## src/rtl/spr_hfilter_11bit.sv

```systemverilog
// Horizontal [1 2 1]/4 sub-pixel filter with edge replication, per-pixel bypass and a
// sticky per-frame line-length check; data and syncs both leave 2 cycles after entry.
module spr_hfilter_11bit #(
    parameter int DW       = 11,
    parameter int H_ACTIVE = 1920,
    parameter int CW       = 12
) (
    input  logic          clk,
    input  logic          rst_n,
    input  logic          i_hs,
    input  logic          i_vs,
    input  logic [DW-1:0] i_pixel,
    input  logic          i_bypass,
    output logic          o_hs,
    output logic          o_vs,
    output logic [DW-1:0] o_pixel,
    output logic          o_len_err
);

    localparam logic [CW-1:0] H_LEN   = CW'(H_ACTIVE);
    localparam logic [CW-1:0] CNT_MAX = '1;
    localparam logic [DW+1:0] RND     = (DW+2)'(2);

    // Stage 1 holds x[k] and its left neighbour; stage 2 is the output register.
    logic          cur_vld_q, cur_vld_d;
    logic          cur_byp_q, cur_byp_d;
    logic [DW-1:0] cur_q,     cur_d;
    logic [DW-1:0] prev_q,    prev_d;
    logic          hs_q,      hs_d;
    logic          vs_q,      vs_d;
    logic          o_hs_q,    o_hs_d;
    logic          o_vs_q,    o_vs_d;
    logic [DW-1:0] o_pix_q,   o_pix_d;
    logic [CW-1:0] cnt_q,     cnt_d;
    logic          vs_prev_q, vs_prev_d;
    logic          err_q,     err_d;

    logic          active;
    logic [DW-1:0] right;
    logic [DW+1:0] sum;
    logic          len_fail;
    logic          vs_rise;

    always_comb begin
        active    = i_hs & i_vs;
        // A new line (previous cycle not active) replicates x[0] as its own left neighbour.
        prev_d    = cur_vld_q ? cur_q : i_pixel;
        cur_d     = i_pixel;
        cur_byp_d = i_bypass;
        cur_vld_d = active;

        // Right neighbour is the next active pixel, else x[N-1] replicated.
        right = active ? i_pixel : cur_q;
        sum   = {2'b00, prev_q} + {1'b0, cur_q, 1'b0} + {2'b00, right} + RND;

        if (!cur_vld_q)
            o_pix_d = '0;
        else if (cur_byp_q)
            o_pix_d = cur_q;
        else
            o_pix_d = sum[DW+1:2];

        hs_d   = i_hs;
        vs_d   = i_vs;
        o_hs_d = hs_q;
        o_vs_d = vs_q;

        // Any inactive cycle ends the run; only an hs-terminated run inside the frame is checked.
        if (active)
            cnt_d = (cnt_q == CNT_MAX) ? cnt_q : cnt_q + CW'(1);
        else
            cnt_d = '0;
        len_fail  = !active && i_vs && (cnt_q != '0) && (cnt_q != H_LEN);

        vs_prev_d = i_vs;
        vs_rise   = i_vs & ~vs_prev_q;
        if (len_fail)
            err_d = 1'b1;
        else if (vs_rise)
            err_d = 1'b0;
        else
            err_d = err_q;
    end

    always_ff @(posedge clk) begin
        if (!rst_n) begin
            cur_vld_q <= 1'b0;
            cur_byp_q <= 1'b0;
            cur_q     <= '0;
            prev_q    <= '0;
            hs_q      <= 1'b0;
            vs_q      <= 1'b0;
            o_hs_q    <= 1'b0;
            o_vs_q    <= 1'b0;
            o_pix_q   <= '0;
            cnt_q     <= '0;
            vs_prev_q <= 1'b0;
            err_q     <= 1'b0;
        end else begin
            cur_vld_q <= cur_vld_d;
            cur_byp_q <= cur_byp_d;
            cur_q     <= cur_d;
            prev_q    <= prev_d;
            hs_q      <= hs_d;
            vs_q      <= vs_d;
            o_hs_q    <= o_hs_d;
            o_vs_q    <= o_vs_d;
            o_pix_q   <= o_pix_d;
            cnt_q     <= cnt_d;
            vs_prev_q <= vs_prev_d;
            err_q     <= err_d;
        end
    end

    assign o_hs      = o_hs_q;
    assign o_vs      = o_vs_q;
    assign o_pixel   = o_pix_q;
    assign o_len_err = err_q;

endmodule

```

## config.mk

```make
export PLATFORM = sky130hd
export DESIGN_NAME = spr_hfilter_11bit
export DESIGN_NICKNAME = d
export VERILOG_FILES = /design/src/rtl/spr_hfilter_11bit.sv
export SDC_FILE = /design/constraint.sdc
export NUM_CORES = 1
export LEC_CHECK = 0
export ABC_AREA = 1
export BUFFER_PORTS_ARGS = -buffer_cell sky130_fd_sc_hd__buf_2
export CAP_MARGIN = 15
export CORE_ASPECT_RATIO = 0.7
export CORE_MARGIN = 8
export CORE_UTILIZATION = 55
export CTS_CLUSTER_DIAMETER = 50
export CTS_CLUSTER_SIZE = 8
export DETAILED_ROUTE_END_ITERATION = 10
export GPL_TIMING_DRIVEN = 0
export PLACE_DENSITY = 0.79
export SETUP_SLACK_MARGIN = 0.1
export SLEW_MARGIN = 20
export SYNTH_ARGS = -nofsm -noshare
export SYNTH_HDL_FRONTEND = slang
export SYNTH_SLANG_ARGS = --single-unit
```

## constraint.sdc

```tcl
create_clock -name clk -period 4.8 [get_ports clk]
set_clock_uncertainty 0.1 [all_clocks]
set_input_delay 0.48 -clock clk [delete_from_list [all_inputs] [get_ports clk]]
set_output_delay 0.48 -clock clk [all_outputs]
set_load 0.005 [all_outputs]
```

# Yosys cells after proc, flatten, opt, wreduce, memory -nomap -nowiden
# Cells that the tools add are included.
# Widths: inputs -> output; s select.
[word_totals]
register_bits = 52
in_bits = 16
out_inout_bits = 14
elab_cells = 33
[classes]
add_sub_neg = 4
n_eq_ne = 2
n_mux = 5
bitwise_logic = 3
reduce_logical = 8
[ops]
columns = ["cell", "n"]
rows = [
  ["$mux 11", 3],
  ["$add 11x12->13", 1],
  ["$add 13x11->13", 1],
  ["$add 13x2->13 const B", 1],
  ["$add 12x1->12 const B", 1],
  ["$eq 12x12->1 const B", 1],
  ["$ne 12x11->1 const B", 1],
  ["$reduce_bool 12->1", 1],
  ["$reduce_and 2->1", 2],
  ["$logic_and 1x1->1", 3],
  ["$and 1x1->1", 2],
  ["$mux 1", 2],
  ["$reduce_bool 2->1", 1],
  ["$logic_not 1->1", 1],
  ["$not 1->1", 1],
]

# Logic depth before layout (Yosys ltp)
# Gate-level depths: netlist (run 1).
[depth]
depth_word = 6
ltp_mapped = 16
depth_no_buf = 16

# Worst setup path after synthesis (run 1)
# No wires, ideal clock.
[synth_path]
path_type = "input port to flip-flop"
start = "input i_vs"
end = "register o_pix_q[7] (netlist: o_pixel[7])"
setup_time_ns = 0.115
arrival_ns = 2.555
required_time_ns = 4.585
path_slack_ns = 2.029
cell_stages = 14
n_path_buf = 1
path_cell_list = "nand2_4 inv_1 clkbuf_1 o21ai_0 fa_1 ha_1 a21oi_1 o21ai_0 nand2_1 nand3_1 nand2_1 nand2_1 o21ai_0 inv_1"
[synth_via]
elab_chain_cells = 5
[synth_rtl]
columns = ["element", "line", "source"]
rows = [
  ["from (decl)", "11", "input logic i_vs,"],
  ["$and 1x1->1", "45", "active = i_hs & i_vs;"],
  ["$mux 11", "53", "right = active ? i_pixel : cur_q;"],
  ["$add 13x11->13", "54", "sum = {2'b00, prev_q} + {1'b0, cur_q, 1'b0} + {2'b00, right} + RND;"],
  ["$add 13x2->13", "54", ""],
  ["$mux 11", "58", "else if (cur_byp_q)"],
  ["to (signal assigned)", "108", "o_pix_q <= o_pix_d;"],
  ["to (decl)", "33", "logic [DW-1:0] o_pix_q, o_pix_d;"],
]
# No other way between the ends.
# A chain may end at the register's enable or synchronous reset.

# Final worst setup path (run 1)
[layout_path]
start = "input i_vs"
end = "register o_pix_q[9] (netlist: o_pixel[9])"
# The elaborated chain is that of the path after synthesis.

==> results of run 1 <==
## cells in the final DEF (no fill, tap or decap), types with 9 or more instances in the layout
cell     instances
inv_1           76
a21oi_1         31
nor2_1          24
o21ai_0         28
fa_1             9
dfxtp_1         52
ha_1            14
o22ai_1         11
nand3_1         21
nand2_1         78
buf_2           30
## flip-flops by register name, summed over array words and instances, names as in the netlist
name       count
o_vs           1
prev_q        11
cur_byp_q      1
cur_q         11
o_len_err      1
o_hs           1
cnt_q         12
vs_prev_q      1
cur_vld_q      1
o_pixel       11
hs_q           1
## through the flow
stage / util [%] / cells
after floorplan: - / 382
after global placement: 62.57 / 479
after detailed placement: 62.57 / 479
after CTS: 64.32 / 486
after global routing: 64.32 / 486
final: 64.32 / 486
## power breakdown
part / switching (mW) / internal [mW]
logic: 0.143 / 0.0844
registers: 0.0116 / 0.449
clock network: 0.153 / 0.102
total: 0.308 / 0.635
## area by class of cell
| cell class | count | share of cell area (%) |
|---|---|---|
| Buffer | 6 | 0.8003 |
| Inverter | 78 | 9.364 |
| Sequential cell | 52 | 33.29 |
| Timing Repair Buffer | 28 | 4.482 |
| Clock buffer | 5 | 2.201 |
| Tap cell | 69 | 2.761 |
| Clock inverter | 2 | 0.5202 |
| Multi-Input combinational cell | 246 | 46.58 |
## worst max-delay path by stage
stage	endpoint	slack [ps]	startpoint
6_report	o_pixel[9]$_SDFF_PN0_	1520	i_vs
5_1_grt	o_pixel[7]$_SDFF_PN0_	1280	i_vs
2_1_floorplan	o_pixel[7]$_SDFF_PN0_	2030	i_vs
4_1_cts	o_pixel[9]$_SDFF_PN0_	1570	i_vs
3_3_place_gp	o_pixel[9]$_SDFF_PN0_	1350	i_hs
3_5_place_dp	o_pixel[9]$_SDFF_PN0_	1250	i_vs
## critical path: stages
cell,delay [ps]
buf_2,150
nand2_4,120
inv_1,240
clkbuf_1,410
o21ai_0,180
fa_1,450
ha_1,360
a21oi_1,290
o21ai_0,200
a21oi_1,230
a21oi_1,100
nor2_1,120
nor2_1,50
## kinds of logic after synthesis
family	Yosys count
XOR/XNOR	8
AND/OR/NAND/NOR	138
AO/OA/AOI/OAI	77
adder cells (fa/ha/maj)	23
buffers and inverters	84
flip-flops	52
## metal layers
layer | GRT usage (%) | vias to the layer above | part of all wire (%)
li1 | - | 1278 | -
met1 | 24.78 | 1140 | 50
met2 | 30.20 | 81 | 43
met3 | 4.197 | 9 | 6.1
met4 | 6.076 | 0 | 1.3
met5 | 0 | - | 0
==> reports/qor.yml, run 1 <==
max-vdd-ir-drop_v: 0.0002053
dieWidth_um: 101.5
num_rows: 21
postCtsSetupRepairBufs: 0
synthCells: 382
rrSetupSlack_ps: 2100
clk_latency_ps: 310
gp_routability_congestion: 0.8971
setup_violations: 0
worstHoldPathCells: 3
drive_gt1_share_pct: 11.75
end_kind: "flop"
first_pass_iters: 5
cts_buffers: 5
dpl_worst_slack_ps: 1255
globalRouteTotalUtil_pct: 18.88
drt-initial-drc-count: 238
async_reset_ff_share_pct: 0
synth_nets: 421
seqCellArea_mm2: 0.001041
fin_ws_ps: 1516
die_h_um: 75.86
grt_pass1_vias: 2586
min_to: "cur_q[2]$_SDFF_PN0_"
yosysUniqueCellTypes: 31
core_area_mm2: 0.004861
dieArea_mm2: 0.007701
synth_area_leaders: "dfxtp_1 37%, nand2_1 10%, inv_1 10%, fa_1 6.4%, ha_1 6.2%"
wl_per_cell_um: 13.38
io_pins: 30
worst-path-max-fanout: 10
nets: 456
cts_hold_buf: 0
grt_pass1_wl_mm: 11.45
path_class: "in2reg"
vias: 2508
synth_ff_type: "dfxtp_1"
io_buffers: 28
hold_path.class: "in2reg"
cts.clk_slew.worst_paths_ps: 100
ys_seq_area_share_pct: 36.98
synthAdderAreaFrac_pct: 12.62
vias_per_cell: 5.160
power.total_uw: 943.3
post_dp_cell_area_mm2: 0.003042
rsz0062_at_grt: "no"
yosysTopAreaCell: "dfxtp_1"
clock-sinks: 52
area_delta_synth_final_pct: 11.07
cts_resized: 0
final_area_mm2: 0.003127
cts_root_buffer: "clkbuf_8"
grt.overflow.total: 0
cap_violations: 0
slew_viol_final: 0
yosysMostFrequentCell: "nand2_1"
drc: 0
synth_compound_area_share_pct: 14.84
yosysTopAreaCellShare_pct: 36.98
cts_tree: "yes"
grt_antenna_before_repair: 0
multi_input_area_mm2: 0.001456
initial_core_util_pct: 57.92
hold_ws_ps: 283.0
totalWireLength_mm: 6.502
arrival_ps: 3390
synth_top_family_by_area: "simple AND/OR/NAND/NOR gates"
slew_headroom_pct: 65.80
syn_area_mm2: 0.002815
fillers: 457
yosys_warnings: 0
syn_area_per_cell_um2: 7.370
worst-r2r-cell-count: 10
fmax_mhz: 304.5
dp_hpwl_mm: 5.273
worst_r2r_endpoint: "o_pixel[9]$_SDFF_PN0_"
r2r-start: "cur_q[4]$_SDFF_PN0_"
min_period_over_period_pct: 68.42
synthMuxAreaShare_pct: 0
worstHoldStart: "i_pixel[2]"
hold_violations: 0
p_leak_nw: 1.695
synthSimpleGateAreaFrac_pct: 21.78
synth-edff-count: 0
synth_commonest_cells: "78 x nand2_1, 76 x inv_1, 52 x dfxtp_1"
num_antenna_cells: 0
start_kind: "primary input"
cts_max_path_buffers: 2
grt_max_degree: 17
power.density_mw_per_mm2: 301.7
ys_ff_latch: 52
htreeDepth: 2
fin_setup_tns_ps: 0
worstMarginPinSlew_ps: 513.0
ant_nets: 0
fin_crit_ps: 3284
synthXorXnorAreaFrac_pct: 2.489
status: "completed"
required_ps: 4910
Note: power is estimated with default switching activity, not from simulation.
==> inputs of run 2 (changes only) <==
==> constraint.sdc (replaced) <==
create_clock -name clk -period 3.25 [get_ports clk]
set_clock_uncertainty 0.1 [all_clocks]
set_input_delay 0.325 -clock clk [delete_from_list [all_inputs] [get_ports clk]]
set_output_delay 0.325 -clock clk [all_outputs]
set_load 0.005 [all_outputs]
==> run 2 against run 1 <==
First-iteration DRC count grew 26%; flip-flop and latch count is the same; non-clock buffer count is the same; sequential share of layout area shrank 0.053 points; wire length grew 0.23%; die area is the same; register-to-register slack lost 1500 ps; final cell count is the same.
==> reports/qor.yml, run 2 (same netlist as run 1, synthesis figures left out) <==
clk_latency_ps: 310
fin_crit_ps: 2907
power_frac_comb_pct: 24.3
num_antenna_cells: 0
max-vdd-ir-drop_v: 0.0003003
area_delta_synth_final_pct: 11.24
power.density_mw_per_mm2: 444.1
grt_pass1_wl_mm: 11.45
worst_r2r_endpoint: "o_pixel[4]$_SDFF_PN0_"
vias: 2494
rrSetupSlack_ps: 610
cts_tree: "yes"
slew_headroom_pct: 65.95
cts_root_buffer: "clkbuf_8"
p_switching_uw: 451.8
dieWidth_um: 101.5
worstHoldPathCells: 3
dp_cells: 479
clock-sinks: 52
final_common_cell: "nand2_1"
dp_hpwl_mm: 5.273
globalRouteTotalUtil_pct: 18.88
worstMarginPinSlew_ps: 510.8
num_rows: 21
worstHoldStart: "i_bypass"
first_pass_iters: 7
regMostFlops: "cnt_q"
rsz0062_at_grt: "no"
gp_routability_congestion: 0.8971
p_sw_share_pct: 32.49
max_stage_delay_ps: 460
dieArea_mm2: 0.007701
required_ps: 3370
io_buffers: 28
io_pins: 30
cap_violations: 0
postCtsSetupRepairBufs: 0
drt-initial-drc-count: 300
nets: 456
worst-path-max-fanout: 10
arrival_ps: 3020
hold_violations: 0
largest_register_ffs: 12
crit_family: "compound AO/OA/AOI/OAI gates"
path_cells: "buf_2 -> nand2_4 -> inv_1 -> clkbuf_2 -> o21ai_0 -> fa_1 -> ha_1 -> a21oi_1 -> o21ai_0 -> a21oi_1 -> xor2_1 -> nand2_1 -> nand2_1 -> inv_1"
cts_max_path_buffers: 2
fmax_mhz: 344.1
min_period_over_period_pct: 89.43
cts_hold_buf: 0
wl_per_cell_um: 13.41
initial_core_util_pct: 57.92
end_kind: "flop"
p_leak_nw: 1.699
fin_ws_ps: 343.5
grt.overflow.total: 0
worst-r2r-cell-count: 11
slew_viol_final: 0
grt_antenna_before_repair: 0
r2r-start: "cur_q[5]$_SDFF_PN0_"
start_kind: "primary input"
clockPowerShare_pct: 26.8
ant_nets: 0
power.internal_uw: 938.9
path_class: "in2reg"
totalWireLength_mm: 6.517
drc: 0
vias_per_cell: 5.132
htreeDepth: 2
startpoint: "i_vs"
drive_gt1_share_pct: 12.23
min_to: "cur_byp_q$_SDFF_PN0_"
setup_violations: 0
slowest_stage: "fa_1"
final_cells: 486
die_h_um: 75.86
cts.clk_slew.worst_paths_ps: 90
final_cell_mix: "78 x nand2_1, 76 x inv_1, 52 x dfxtp_1, 30 x a21oi_1, 30 x buf_2"
core_area_mm2: 0.004861
grt_pass1_vias: 2586
status: "completed"
grt_max_degree: 17
hold_path.class: "in2reg"
dpl_worst_slack_ps: -140.1
cts_buffers: 5
path_buf_inv: 4
seq_power_share_pct: 48.9
[run 2: stage by stage]
stage / utilization (%) / TNS (ps) / cell area [µm²] / power [mW] / hold WS [ps]
5_1_grt: 64.43 / 0 / 3132 / 1.486 / 123.3
3_5_place_dp: 62.57 / -376.0 / 3042 / 1.025 / 314.5
4_1_cts: 64.32 / 0 / 3127 / 1.391 / 113.4
6_report: 64.43 / 0 / 3132 / 1.391 / 127.6
3_3_place_gp: 62.57 / -64.96 / 3042 / 1.010 / 293.6
2_1_floorplan: - / 0 / 2815 / 0.9375 / 290.5
[run 2: layout make-up]
class | count | area (µm²)
plain buffers | 6 | 26.28
clock buffers | 5 | 68.82
clock inverters | 2 | 16.27
fillers | 455 | 1729
inverters | 78 | 292.8
multi-input cells | 246 | 1460
flip-flops and latches | 52 | 1041
well taps | 69 | 86.33
repair buffers | 28 | 140.1
[run 2: per-layer routing]
| layer | vias to the layer above | wire length [µm] | GRT usage [%] | part of all wire, % |
|---|---|---|---|---|
| met5 | - | 0 | 0 | 0 |
| met4 | 0 | 81 | 6.076 | 1.2 |
| met3 | 9 | 437 | 4.197 | 6.7 |
| met2 | 80 | 2778 | 30.20 | 43 |
| met1 | 1126 | 3220 | 24.78 | 49 |
| li1 | 1279 | - | - | - |
[run 2: how the worst max path moves through the flow]
| stage | end | cells after the start | slack, ps |
|---|---|---|---|
| 6_report | o_pixel[4]$_SDFF_PN0_ | 14 | 340 |
| 4_1_cts | o_pixel[9]$_SDFF_PN0_ | 13 | 180 |
| 3_3_place_gp | o_pixel[9]$_SDFF_PN0_ | 13 | -40 |
| 3_5_place_dp | o_pixel[9]$_SDFF_PN0_ | 13 | -140 |
| 2_1_floorplan | o_pixel[7]$_SDFF_PN0_ | 14 | 630 |
| 5_1_grt | o_pixel[7]$_SDFF_PN0_ | 15 | 110 |
[run 2: power by group through the flow]
| stage | Sequential [mW] | Clock, mW | Combinational, mW |
|---|---|---|---|
| floorplan | 0.692 | 0 | 0.245 |
| CTS | 0.680 | 0.379 | 0.332 |
| detailed placement | 0.695 | 0 | 0.330 |
| global route | 0.683 | 0.410 | 0.393 |
| finish | 0.680 | 0.373 | 0.338 |
| global placement | 0.693 | 0 | 0.317 |
[run 2: timing repair]
| action | 4_1_cts | 5_1_grt |
|---|---|---|
| endpoints found under the hold margin | 0 | 0 |
| resized for setup | 0 | 3 |
| endpoints found under the setup margin | 0 | 6 |
[run 2: worst reg2reg max path: stages (launching register included)]
cell	delay [ps]
dfxtp_1	400
inv_1	70
o21ai_0	240
fa_1	460
ha_1	370
a21oi_1	250
o21ai_0	170
a21oi_1	170
xor2_1	160
nand2_1	60
nand2_1	60
inv_1	30
==> inputs of run 3 (changes only) <==
--- a/config.mk
+++ b/config.mk
@@ -6,7 +6,7 @@
 export NUM_CORES = 1
 export LEC_CHECK = 0
 export ABC_AREA = 1
-export BUFFER_PORTS_ARGS = -buffer_cell sky130_fd_sc_hd__buf_2
+export BUFFER_PORTS_ARGS = -buffer_cell sky130_fd_sc_hd__buf_4
 export CAP_MARGIN = 15
 export CORE_ASPECT_RATIO = 0.7
 export CORE_MARGIN = 8
==> run 3 against run 2 <==
Hold slack worse by 12 ps; flip-flop and latch count stayed put; clock power is 27% higher; non-clock buffer count unchanged; die area did not move; design area grew 3.4%; via count rose by 2.5%; wire length grew 2.5%; sequential power hardly changed; total power grew 7.8%; final cell count rose by 0.21%; critical path type unchanged; largest cell class unchanged; largest power group unchanged.
==> reports/qor.yml, run 3 (same netlist as run 1, synthesis figures left out) <==
seq_power_share_pct: 45.4
worst-r2r-cell-count: 11
status: "completed"
drc: 0
hold_violations: 0
dieArea_mm2: 0.007701
end_kind: "flop"
final_common_cell: "nand2_1"
fillers: 437
worstHoldPathCells: 3
p_sw_share_pct: 30.09
totalWireLength_mm: 6.679
setup_violations: 0
cts_buffers: 5
cap_violations: 0
cts_tree: "yes"
vias_per_cell: 5.251
cts.clk_slew.worst_paths_ps: 90
worst_r2r_endpoint: "o_pixel[9]$_SDFF_PN0_"
io_pins: 30
fin_ws_ps: 392.9
initial_core_util_pct: 57.92
grt_pass1_wl_mm: 11.68
hold_path.class: "in2reg"
clockPowerShare_pct: 31.6
slew_viol_final: 0
regMostFlops: "cnt_q"
drt-initial-drc-count: 222
worstHoldStart: "i_bypass"
final_cell_mix: "78 x nand2_1, 76 x inv_1, 52 x dfxtp_1, 30 x a21oi_1"
htreeDepth: 2
num_rows: 21
r2r-start: "cur_q[6]$_SDFF_PN0_"
fin_crit_ps: 2857
power.density_mw_per_mm2: 462.9
nets: 456
power.internal_mw: 1.048
worst-path-max-fanout: 10
cts_resized: 0
vias: 2557
drive_gt1_share_pct: 12.44
ant_nets: 0
postCtsSetupRepairBufs: 0
max-vdd-ir-drop_v: 0.0002710
rrSetupSlack_ps: 620
area_delta_synth_final_pct: 15.02
largest_register_ffs: 12
power_frac_comb_pct: 23.0
fin_setup_tns_ps: 0
clk_latency_ps: 310
globalRouteTotalUtil_pct: 19.03
dpl_worst_slack_ps: -41.71
worstMarginPinSlew_ps: 524.9
p_switching_uw: 451.0
wl_per_cell_um: 13.71
dp_hpwl_mm: 5.187
core_area_mm2: 0.004861
required_ps: 3360
rsz0062_at_grt: "no"
min_to: "cur_byp_q$_SDFF_PN0_"
start_kind: "primary input"
slew_headroom_pct: 65.01
clock-sinks: 52
num_antenna_cells: 0
grt.overflow.total: 0
arrival_ps: 2970
grt_max_degree: 17
cts_max_path_buffers: 2
path_class: "in2reg"
die_h_um: 75.86
first_pass_iters: 4
grt_antenna_before_repair: 0
p_leak_nw: 1.731
min_period_over_period_pct: 87.91
gp_routability_congestion: 0.8796
dieWidth_um: 101.5
fmax_mhz: 350.0
grt_pass1_vias: 2594
io_buffers: 28
cts_hold_buf: 0
cts_root_buffer: "clkbuf_8"
-- run 3: cell count changes in the layout (fill, tap and decap cells not counted), sizes merged --
cell / delta
bufinv: +1
clkinv: +1
clkinvlp: -1
inv: -1
clkbuf: +1
-- run 3: worst max path at each step --
stage	cells after the start	end	from	slack (ps)
after floorplan	14	o_pixel[7]$_SDFF_PN0_	i_vs	630
after global placement	13	o_pixel[9]$_SDFF_PN0_	i_vs	20
after detailed placement	14	o_pixel[9]$_SDFF_PN0_	i_vs	-40
after CTS	14	o_pixel[9]$_SDFF_PN0_	i_vs	260
after global routing	13	o_pixel[8]$_SDFF_PN0_	i_vs	140
final	15	o_pixel[7]$_SDFF_PN0_	i_vs	390
-- run 3: critical path: stages --
cell and delay (ps):
buf_4 140, nand2_4 140, inv_1 150, clkbuf_2 220, o21ai_0 240, fa_1 450, ha_1 380, a21oi_1 260
o21ai_0 110, nand2_1 70, nand3_1 120, nand2_1 100, nand2_1 40, o21ai_0 170, inv_1 50
-- run 3: final cells by class --
| class | count | area [µm²] | area share, % |
|---|---|---|---|
| Buffer | 6 | 26.28 | 0.8114 |
| Sequential cell | 52 | 1041 | 32.15 |
| Multi-Input combinational cell | 246 | 1460 | 45.09 |
| Timing Repair Buffer | 28 | 210.2 | 6.492 |
| Clock buffer | 6 | 82.58 | 2.550 |
| Clock inverter | 2 | 38.79 | 1.198 |
| Tap cell | 69 | 86.33 | 2.666 |
| Inverter | 78 | 292.8 | 9.042 |
-- run 3: through the flow --
step                utilization (%)  instance area (µm²)  hold WS (ps)  std cells  power [mW]
floorplan                         -                 2815         290.5        382      0.9375
global placement              64.02                 3112         296.0        479       1.017
detailed placement            64.02                 3112         303.1        479       1.027
CTS                           66.51                 3233         118.9        487       1.491
global route                  66.62                 3238         109.6        487       1.580
finish                        66.62                 3238         115.7        487       1.499
-- run 3: per-layer routing --
layer | wire length, µm | global-route usage [%] | vias up
li1 | - | - | 1278
met1 | 3302 | 24.54 | 1183
met2 | 2869 | 31.43 | 85
met3 | 416 | 4.106 | 11
met4 | 91 | 5.419 | 0
met5 | 0 | 0 | -
-- run 3: power groups by stage --
stage                     clock network [mW]  logic (mW)  registers, mW
after floorplan                            0       0.245          0.692
final                                  0.474       0.345          0.680
after global routing                   0.499       0.398          0.684
after global placement                     0       0.323          0.694
after CTS                              0.474       0.337          0.680
after detailed placement                   0       0.332          0.695
